### config.mk
export PLATFORM = sky130hd
export DESIGN_NAME = hazard_stall_unit
export DESIGN_NICKNAME = d
export VERILOG_FILES = /design/src/rtl/hazard_stall_unit.sv
export SDC_FILE = /design/constraint.sdc
export NUM_CORES = 1
export LEC_CHECK = 0
export CORE_AREA = 5 5 70 72
export DETAILED_ROUTE_END_ITERATION = 8
export DIE_AREA = 0 0 75 77
export GPL_TIMING_DRIVEN = 1
export PLACE_DENSITY_LB_ADDON = 0.08
export REMOVE_ABC_BUFFERS = 1
export SLEW_MARGIN = 20
export SYNTH_ARGS = -nofsm -noshare
export SYNTH_HDL_FRONTEND = slang
export SYNTH_SLANG_ARGS = --single-unit
### constraint.sdc
create_clock -name clk -period 2.6 [get_ports clk]
set_clock_uncertainty 0.1 [all_clocks]
set_input_delay 0.39 -clock clk [delete_from_list [all_inputs] [get_ports clk]]
set_output_delay 0.39 -clock clk [all_outputs]
set_load 0.05 [all_outputs]
### src/rtl/hazard_stall_unit.sv
// hazard_stall_unit: ID-stage stall/flush control for load-use, taken
// branches and data-memory waits, plus a stall counter and timeout flag.
//
// Ports:
//   clk, rst (async, active-high)
//   rs1_ifid, rs2_ifid, uses_rs1_ifid, uses_rs2_ifid, ifid_valid : ID operands
//   rd_idex, memRead_idex, regWrite_idex : EX producer
//   branch_taken_ex : EX redirect
//   dmem_req_exmem, dmem_ready : MEM-stage data memory handshake
//   pc_write_en, ifid_write_en, ifid_flush, idex_write_en, idex_bubble,
//   exmem_write_en, memwb_bubble : pipeline register controls
//   stall_cycles : saturating count of cycles with pc_write_en=0
//   mem_timeout  : sticky, a memory wait exceeded MAX_WAIT cycles
//   in_mem_wait  : FSM is in MEM_WAIT
module hazard_stall_unit #(
    parameter int MAX_WAIT = 16,
    parameter int CNT_W    = 16
) (
    input  logic             clk,
    input  logic             rst,
    input  logic [4:0]       rs1_ifid,
    input  logic [4:0]       rs2_ifid,
    input  logic             uses_rs1_ifid,
    input  logic             uses_rs2_ifid,
    input  logic             ifid_valid,
    input  logic [4:0]       rd_idex,
    input  logic             memRead_idex,
    input  logic             regWrite_idex,
    input  logic             branch_taken_ex,
    input  logic             dmem_req_exmem,
    input  logic             dmem_ready,
    output logic             pc_write_en,
    output logic             ifid_write_en,
    output logic             ifid_flush,
    output logic             idex_write_en,
    output logic             idex_bubble,
    output logic             exmem_write_en,
    output logic             memwb_bubble,
    output logic [CNT_W-1:0] stall_cycles,
    output logic             mem_timeout,
    output logic             in_mem_wait
);

    typedef enum logic {
        RUN      = 1'b0,
        MEM_WAIT = 1'b1
    } state_t;

    localparam logic [15:0] WAIT_LIM = 16'(MAX_WAIT - 1);

    state_t           r_state;
    state_t           w_next_state;
    logic [15:0]      r_wait_cnt;
    logic [CNT_W-1:0] r_stall_cycles;
    logic             r_mem_timeout;

    logic w_mem_stall;
    logic w_rs1_hit;
    logic w_rs2_hit;
    logic w_load_use;
    logic w_waiting;

    assign w_mem_stall = dmem_req_exmem && !dmem_ready;

    assign w_rs1_hit = uses_rs1_ifid && (rs1_ifid == rd_idex);
    assign w_rs2_hit = uses_rs2_ifid && (rs2_ifid == rd_idex);

    assign w_load_use = ifid_valid && memRead_idex && regWrite_idex &&
                        (rd_idex != 5'd0) && (w_rs1_hit || w_rs2_hit);

    // Counted wait cycles: only cycles spent in MEM_WAIT still stalled.
    assign w_waiting = (r_state == MEM_WAIT) && w_mem_stall;

    always_comb begin
        w_next_state = r_state;
        unique case (r_state)
            RUN:      if (w_mem_stall)  w_next_state = MEM_WAIT;
            MEM_WAIT: if (!w_mem_stall) w_next_state = RUN;
            default:  w_next_state = RUN;
        endcase
    end

    // Freeze wins over branch, branch wins over load-use: a squashed
    // instruction must not hold the front end.
    always_comb begin
        pc_write_en    = 1'b1;
        ifid_write_en  = 1'b1;
        ifid_flush     = 1'b0;
        idex_write_en  = 1'b1;
        idex_bubble    = 1'b0;
        exmem_write_en = 1'b1;
        memwb_bubble   = 1'b0;
        if (w_mem_stall) begin
            pc_write_en    = 1'b0;
            ifid_write_en  = 1'b0;
            idex_write_en  = 1'b0;
            exmem_write_en = 1'b0;
            memwb_bubble   = 1'b1;
        end else if (branch_taken_ex) begin
            ifid_flush  = 1'b1;
            idex_bubble = 1'b1;
        end else if (w_load_use) begin
            pc_write_en   = 1'b0;
            ifid_write_en = 1'b0;
            idex_bubble   = 1'b1;
        end
    end

    always_ff @(posedge clk or posedge rst) begin
        if (rst) begin
            r_state <= RUN;
        end else begin
            r_state <= w_next_state;
        end
    end

    always_ff @(posedge clk or posedge rst) begin
        if (rst) begin
            r_wait_cnt <= '0;
        end else if (w_waiting) begin
            if (r_wait_cnt != 16'hFFFF) begin
                r_wait_cnt <= r_wait_cnt + 16'd1;
            end
        end else begin
            r_wait_cnt <= '0;
        end
    end

    always_ff @(posedge clk or posedge rst) begin
        if (rst) begin
            r_mem_timeout <= 1'b0;
        end else if (w_waiting && (r_wait_cnt >= WAIT_LIM)) begin
            r_mem_timeout <= 1'b1;
        end
    end

    always_ff @(posedge clk or posedge rst) begin
        if (rst) begin
            r_stall_cycles <= '0;
        end else if (!pc_write_en && (r_stall_cycles != {CNT_W{1'b1}})) begin
            r_stall_cycles <= r_stall_cycles + {{(CNT_W-1){1'b0}}, 1'b1};
        end
    end

    assign stall_cycles = r_stall_cycles;
    assign mem_timeout  = r_mem_timeout;
    assign in_mem_wait  = (r_state == MEM_WAIT);

endmodule

# Yosys cells after proc, flatten, opt, wreduce, memory -nomap -nowiden
# Index checks and enable logic that the tools add are counted.
dict set report word_totals {
  reg_bits 34
  out_inout_bits 25
}
dict set report classes {
  addsub 2
  n_lt_le_gt_ge 1
  eq_ne 5
  muxes 12
  reduce_logical 14
}
# cell count
set ops {}
lappend ops {{16-bit by 1-bit adder with 16-bit output, second input constant} 2}
lappend ops {{16-bit 2-to-1 mux} 2}
lappend ops {{16-bit != test, second input constant} 2}
lappend ops {{16-bit by 4-bit >= comparator with 1-bit output, second input constant} 1}
lappend ops {{5-bit == test} 2}
lappend ops {{1-bit logical AND} 10}
lappend ops {{1-bit 2-to-1 mux} 10}
lappend ops {{5-bit nonzero test} 1}
lappend ops {{1-bit zero test} 2}
lappend ops {{2-bit by 1-bit != test with 1-bit output, second input constant} 1}
lappend ops {{1-bit logical OR} 1}

# Longest topological paths before layout
# Gate-level depths: netlist of run 1.
dict set report logic_depth {
  word_depth 9
  depth_mapped 7
  depth_no_buf 7
}

# Worst setup path before layout of run 1
# Ideal clock, no wire load.
dict set report synth_path {
  path_kind {in2out}
  startpoint {input dmem_ready}
  endpoint {output pc_write_en}
  t_arrival_ps 2066
  path_slack_ps 44
  path_stages 5
  path_buffers 2
  path_cell_list {nand2b_1 inv_1 a21oi_2 buf_6 buf_4}
}
dict set report synth_between {
  elab_chain_len 3
}
# item line_no
set synth_lines {}
lappend synth_lines {{from (decl)} 31} ;# input logic dmem_ready,
lappend synth_lines {{1-bit zero test} 63} ;# assign w_mem_stall = dmem_req_exmem && !dmem_ready;
lappend synth_lines {{1-bit logical AND} 63}
lappend synth_lines {{1-bit 2-to-1 mux} n/a}
lappend synth_lines {{to (decl)} 32} ;# output logic pc_write_en,
# No other way between the ends.

# Worst setup path after layout of run 1
dict set report layout_path {
  startpoint {input rd_idex[4]}
  endpoint {output idex_bubble}
}
dict set report layout_between {
  elab_chain_len 7
  word_cells_on_any_way 11
  classes_between {eq/ne: 2; mux: 3; reduce/logical: 6}
}
# item line_no
set layout_lines {}
lappend layout_lines {{from (decl)} 26} ;# input logic [4:0] rd_idex,
lappend layout_lines {{5-bit == test, on equally long branches} {65, 66}}
lappend layout_lines {{1-bit logical AND, on equally long branches} {65, 66}}
lappend layout_lines {{1-bit logical OR} 69} ;# (rd_idex != 5'd0) && (w_rs1_hit || w_rs2_hit);
lappend layout_lines {{1-bit logical AND *} 69}
lappend layout_lines {{1-bit 2-to-1 mux *} 102} ;# end else if (w_load_use) begin
lappend layout_lines {{1-bit 2-to-1 mux *} 99} ;# end else if (branch_taken_ex) begin
lappend layout_lines {{1-bit 2-to-1 mux *} 93} ;# if (w_mem_stall) begin
lappend layout_lines {{to (decl)} 36} ;# output logic idex_bubble,
# Every way passes the cells marked *; elsewhere a longest branch is shown, timed or not.

==> results of run 1 <==
-- worst min-delay path by stage --
stage / start / endpoint / cells after the start / slack, ns
2_1_floorplan: r_wait_cnt[2]$_DFFE_PP0P_ / r_wait_cnt[2]$_DFFE_PP0P_ / 1 / 0.40
3_3_place_gp: mem_timeout$_DFFE_PP0P_ / mem_timeout$_DFFE_PP0P_ / 1 / 0.35
3_5_place_dp: mem_timeout$_DFFE_PP0P_ / mem_timeout$_DFFE_PP0P_ / 1 / 0.36
4_1_cts: mem_timeout$_DFFE_PP0P_ / mem_timeout$_DFFE_PP0P_ / 1 / 0.38
5_1_grt: mem_timeout$_DFFE_PP0P_ / mem_timeout$_DFFE_PP0P_ / 1 / 0.40
6_report: mem_timeout$_DFFE_PP0P_ / mem_timeout$_DFFE_PP0P_ / 1 / 0.37
-- power groups by stage --
stage | registers [W] | logic, W | clock network, W
after detailed placement | 0.000667 | 0.000540 | 0
after floorplan | 0.000842 | 0.000146 | 0
after global placement | 0.000669 | 0.000538 | 0
after CTS | 0.000659 | 0.000541 | 0.000416
after global routing | 0.000671 | 0.000575 | 0.000443
final | 0.000661 | 0.000539 | 0.000405
-- worst max-delay path, delay by kind of cell --
kind	cells	cell delay, ns
buffers and inverters	2	0.63
AO/OA/AOI/OAI	2	0.35
AND/OR/NAND/NOR	2	0.69
-- repair_timing --
item | 4_1_cts | 5_1_grt
hold endpoints to repair | 0 | 0
setup endpoints to repair | 0 | 3
buffers inserted | 0 | 1
gates resized for setup | 0 | 6
-- routing by layer --
layer  GRT usage [%]  wire, um  vias to the layer above
li1                -         -                      789
met1            22.1      1850                      735
met2            24.1      2100                       28
met3            4.71       157                        9
met4            5.52        74                        0
met5               0         0                        -
-- flip-flops by register name, summed over array words and instances (netlist names) --
signal	flops
in_mem_wait	1
mem_timeout	1
r_wait_cnt	16
stall_cycles	16
-- area by class of cell --
cell class / instances / area (um^2)
Clock buffer: 7 / 86.3
Clock inverter: 1 / 5.00
Fill cell: 371 / 1550
Inverter: 3 / 11.3
Multi-Input combinational cell: 148 / 1040
Sequential cell: 34 / 851
Tap cell: 52 / 65.1
Timing Repair Buffer: 59 / 619
-- per-stage QoR --
step                      setup WS [ns]  util, %  power (W)
final                            0.0445     63.3    0.00160
after global routing           -0.00662     63.3    0.00169
after CTS                        0.0138     62.6    0.00162
after detailed placement       -0.00671     60.4    0.00121
after global placement           0.0307     60.4    0.00121
after floorplan                   -1.09        -   0.000988
-- kinds of logic after synthesis --
group	count (synthesis)	share of synthesized area, %
flops	34	44.3
buf+inv	7	2.15
fa+ha+maj	2	1.30
xor+xnor	34	15.5
mux	3	1.82
simple gates	94	28.7
compound gates	15	6.19
-- placed cells by master (no fill, tap or decap), drive strengths merged, types with 2 or more instances in the layout --
| master | Yosys | final |
|---|---|---|
| ha | 2 | 2 |
| o21ai | 4 | 4 |
| a21oi | 4 | 4 |
| and2 | 2 | 2 |
| dfrtp | 34 | 34 |
| and4 | 3 | 3 |
| xnor2 | 13 | 13 |
| buf | 3 | 17 |
| a31oi | 2 | 2 |
| clkdlybuf4s50 | 0 | 40 |
| and3 | 6 | 6 |
| nor4 | 8 | 8 |
| nand2b | 3 | 3 |
| nor2 | 23 | 23 |
| mux2i | 2 | 2 |
| nor3 | 7 | 7 |
| nand4 | 10 | 10 |
| clkbuf | 1 | 7 |
| or3 | 3 | 3 |
| nand2 | 15 | 15 |
| xor2 | 21 | 21 |
| nand3 | 9 | 9 |
| dlymetal6s2s | 0 | 2 |
| inv | 3 | 3 |
-- cell usage after synthesis (3+ instances only) --
cell	count	share of area [%]
nor4_1	6	2.0
dfrtp_1	34	44
and3_1	5	1.6
or3_2	3	1.2
nor3_1	6	1.6
nand2_1	15	2.9
xor2_1	21	9.6
xnor2_1	13	5.9
nand2b_1	3	0.98
nand4_1	9	2.9
nor2_1	22	4.3
o21ai_0	3	0.78
nand3_1	9	2.3
inv_1	3	0.59
==> reports/summary.txt, run 1 <==
CP arrival: 2.07 ns
Worst Setup Path Type: in -> out
Worst R2R Setup Slack: 0.54 ns
share of layout cells above drive strength 1: 19.0%
die width: 75 um
gr ovfl total: 0
# DRC: 0
Synth Area per Inst: 10.2 um^2
row count: 24
largest net degree at the start of global routing: 35
Crit Path Max Fanout: 3
outcome: completed
IO Pins: 50
H-tree levels: 2
asr flop ratio synth: 100%
TritonRoute pass-1 iters: 4
Hold Violations, Final: 0
setup TNS: 0 ns
Clk pin slew, worst setup/hold paths: 0.07 ns
Worst setup SP type: input pin
minimum clock period: 2.56 ns
Clock Path Buffers: 2
Slew headroom: 65.5%
initial core utilization: 45.4%
CP max-delay cell: clkdlybuf4s50_1
number of cells on the worst reg-to-reg path: 7
number of synthesis warnings: 0
Peak Freq: 391 MHz
Max Cap Violations: 0
ys flop type: dfrtp_1
Port Buffers: 49
Post-DRT Antenna Nets: 0
Post-Synthesis Cells: 189
Critical Path RT: 2.11 ns
Worst-Skew Late Latency: 0.28 ns
Post-Layout Cell Count: 304
total track usage: 16.2%
Final #Nets: 278
CTS tree: built
post-DR wirelength/cell: 13.8 um
clock network fraction of design power: 25.2%
worst reg2reg startpoint: r_wait_cnt[0]$_DFFE_PP0P_
Netlist cell types: 45
Synth Register Bits: 34
post-synthesis sequential area ratio: 44.3%
Psw: 0.000591 W
Root Driver: clkbuf_8
fin area: 0.00268 mm^2
Critical Path End: idex_bubble
detailed placement HPWL: 3.21 mm
CTS Hold Bufs: 0
Die Y: 77 um
worst hold path type: reg -> reg
P&R area growth vs syn: 39.5%
Critical Path End Type: output port
Max Slew Vio Count: 0
EDFF count, synth: 0
dpl cell area: 0.00256 mm^2
final worst path period share: 98.3%
Setup Viol. Count Final: 0
DR vias/cell: 5.13
GPL Wtd Cong: 0.767
Die ar.: 0.00578 mm^2
Flop pwr share: 41.2%
Num CTS Buffers: 5
worst hold slack: 0.371 ns
antenna cells: 0
CP cell instances: clkdlybuf4s50_1 > or4_4 > o21ai_4 > and2b_2 > o21a_1 > buf_6
mapped cell area: 0.00192 mm^2
VDD IR max: 0.591 mV
Vias: 1561
number of cells after detailed placement: 295
first-pass GRT wire length: 7.33 mm
power per cell area: 599 mW/mm^2
vias in the first global route: 1592
Comb power frac: 33.6%
Iter 0 DRT Violations: 55
RR Endpoint: r_wait_cnt[11]$_DFFE_PP0P_
Post-Route WL: 4.18 mm
Tightest Pin Transition: 0.516 ns
Internal: 0.00101 W
initial antenna violation count: 0
Sink Count: 34
Core Box Area: 0.00423 mm^2
sw frac: 36.8%
Lkg Pwr: 1.17 nW
Critical Path Max Stage Delay: 0.48 ns
crit path launch: rd_idex[4]
No activity file was read; power rests on OpenSTA's default activity.
==> inputs of run 2 (changes only) <==
Settings changed: CTS_CLUSTER_DIAMETER from default to 30, HOLD_SLACK_MARGIN from default to 0.08, TNS_END_PERCENT from default to 1.
==> results of run 2 <==
Same layout as run 1: the final DEF is identical, and so are final timing and power.
==> inputs of run 3 (changes only) <==
Settings changed: CAP_MARGIN from default to 15.
==> results of run 3 <==
Same layout as run 1: the final DEF is identical, and so are final timing and power.
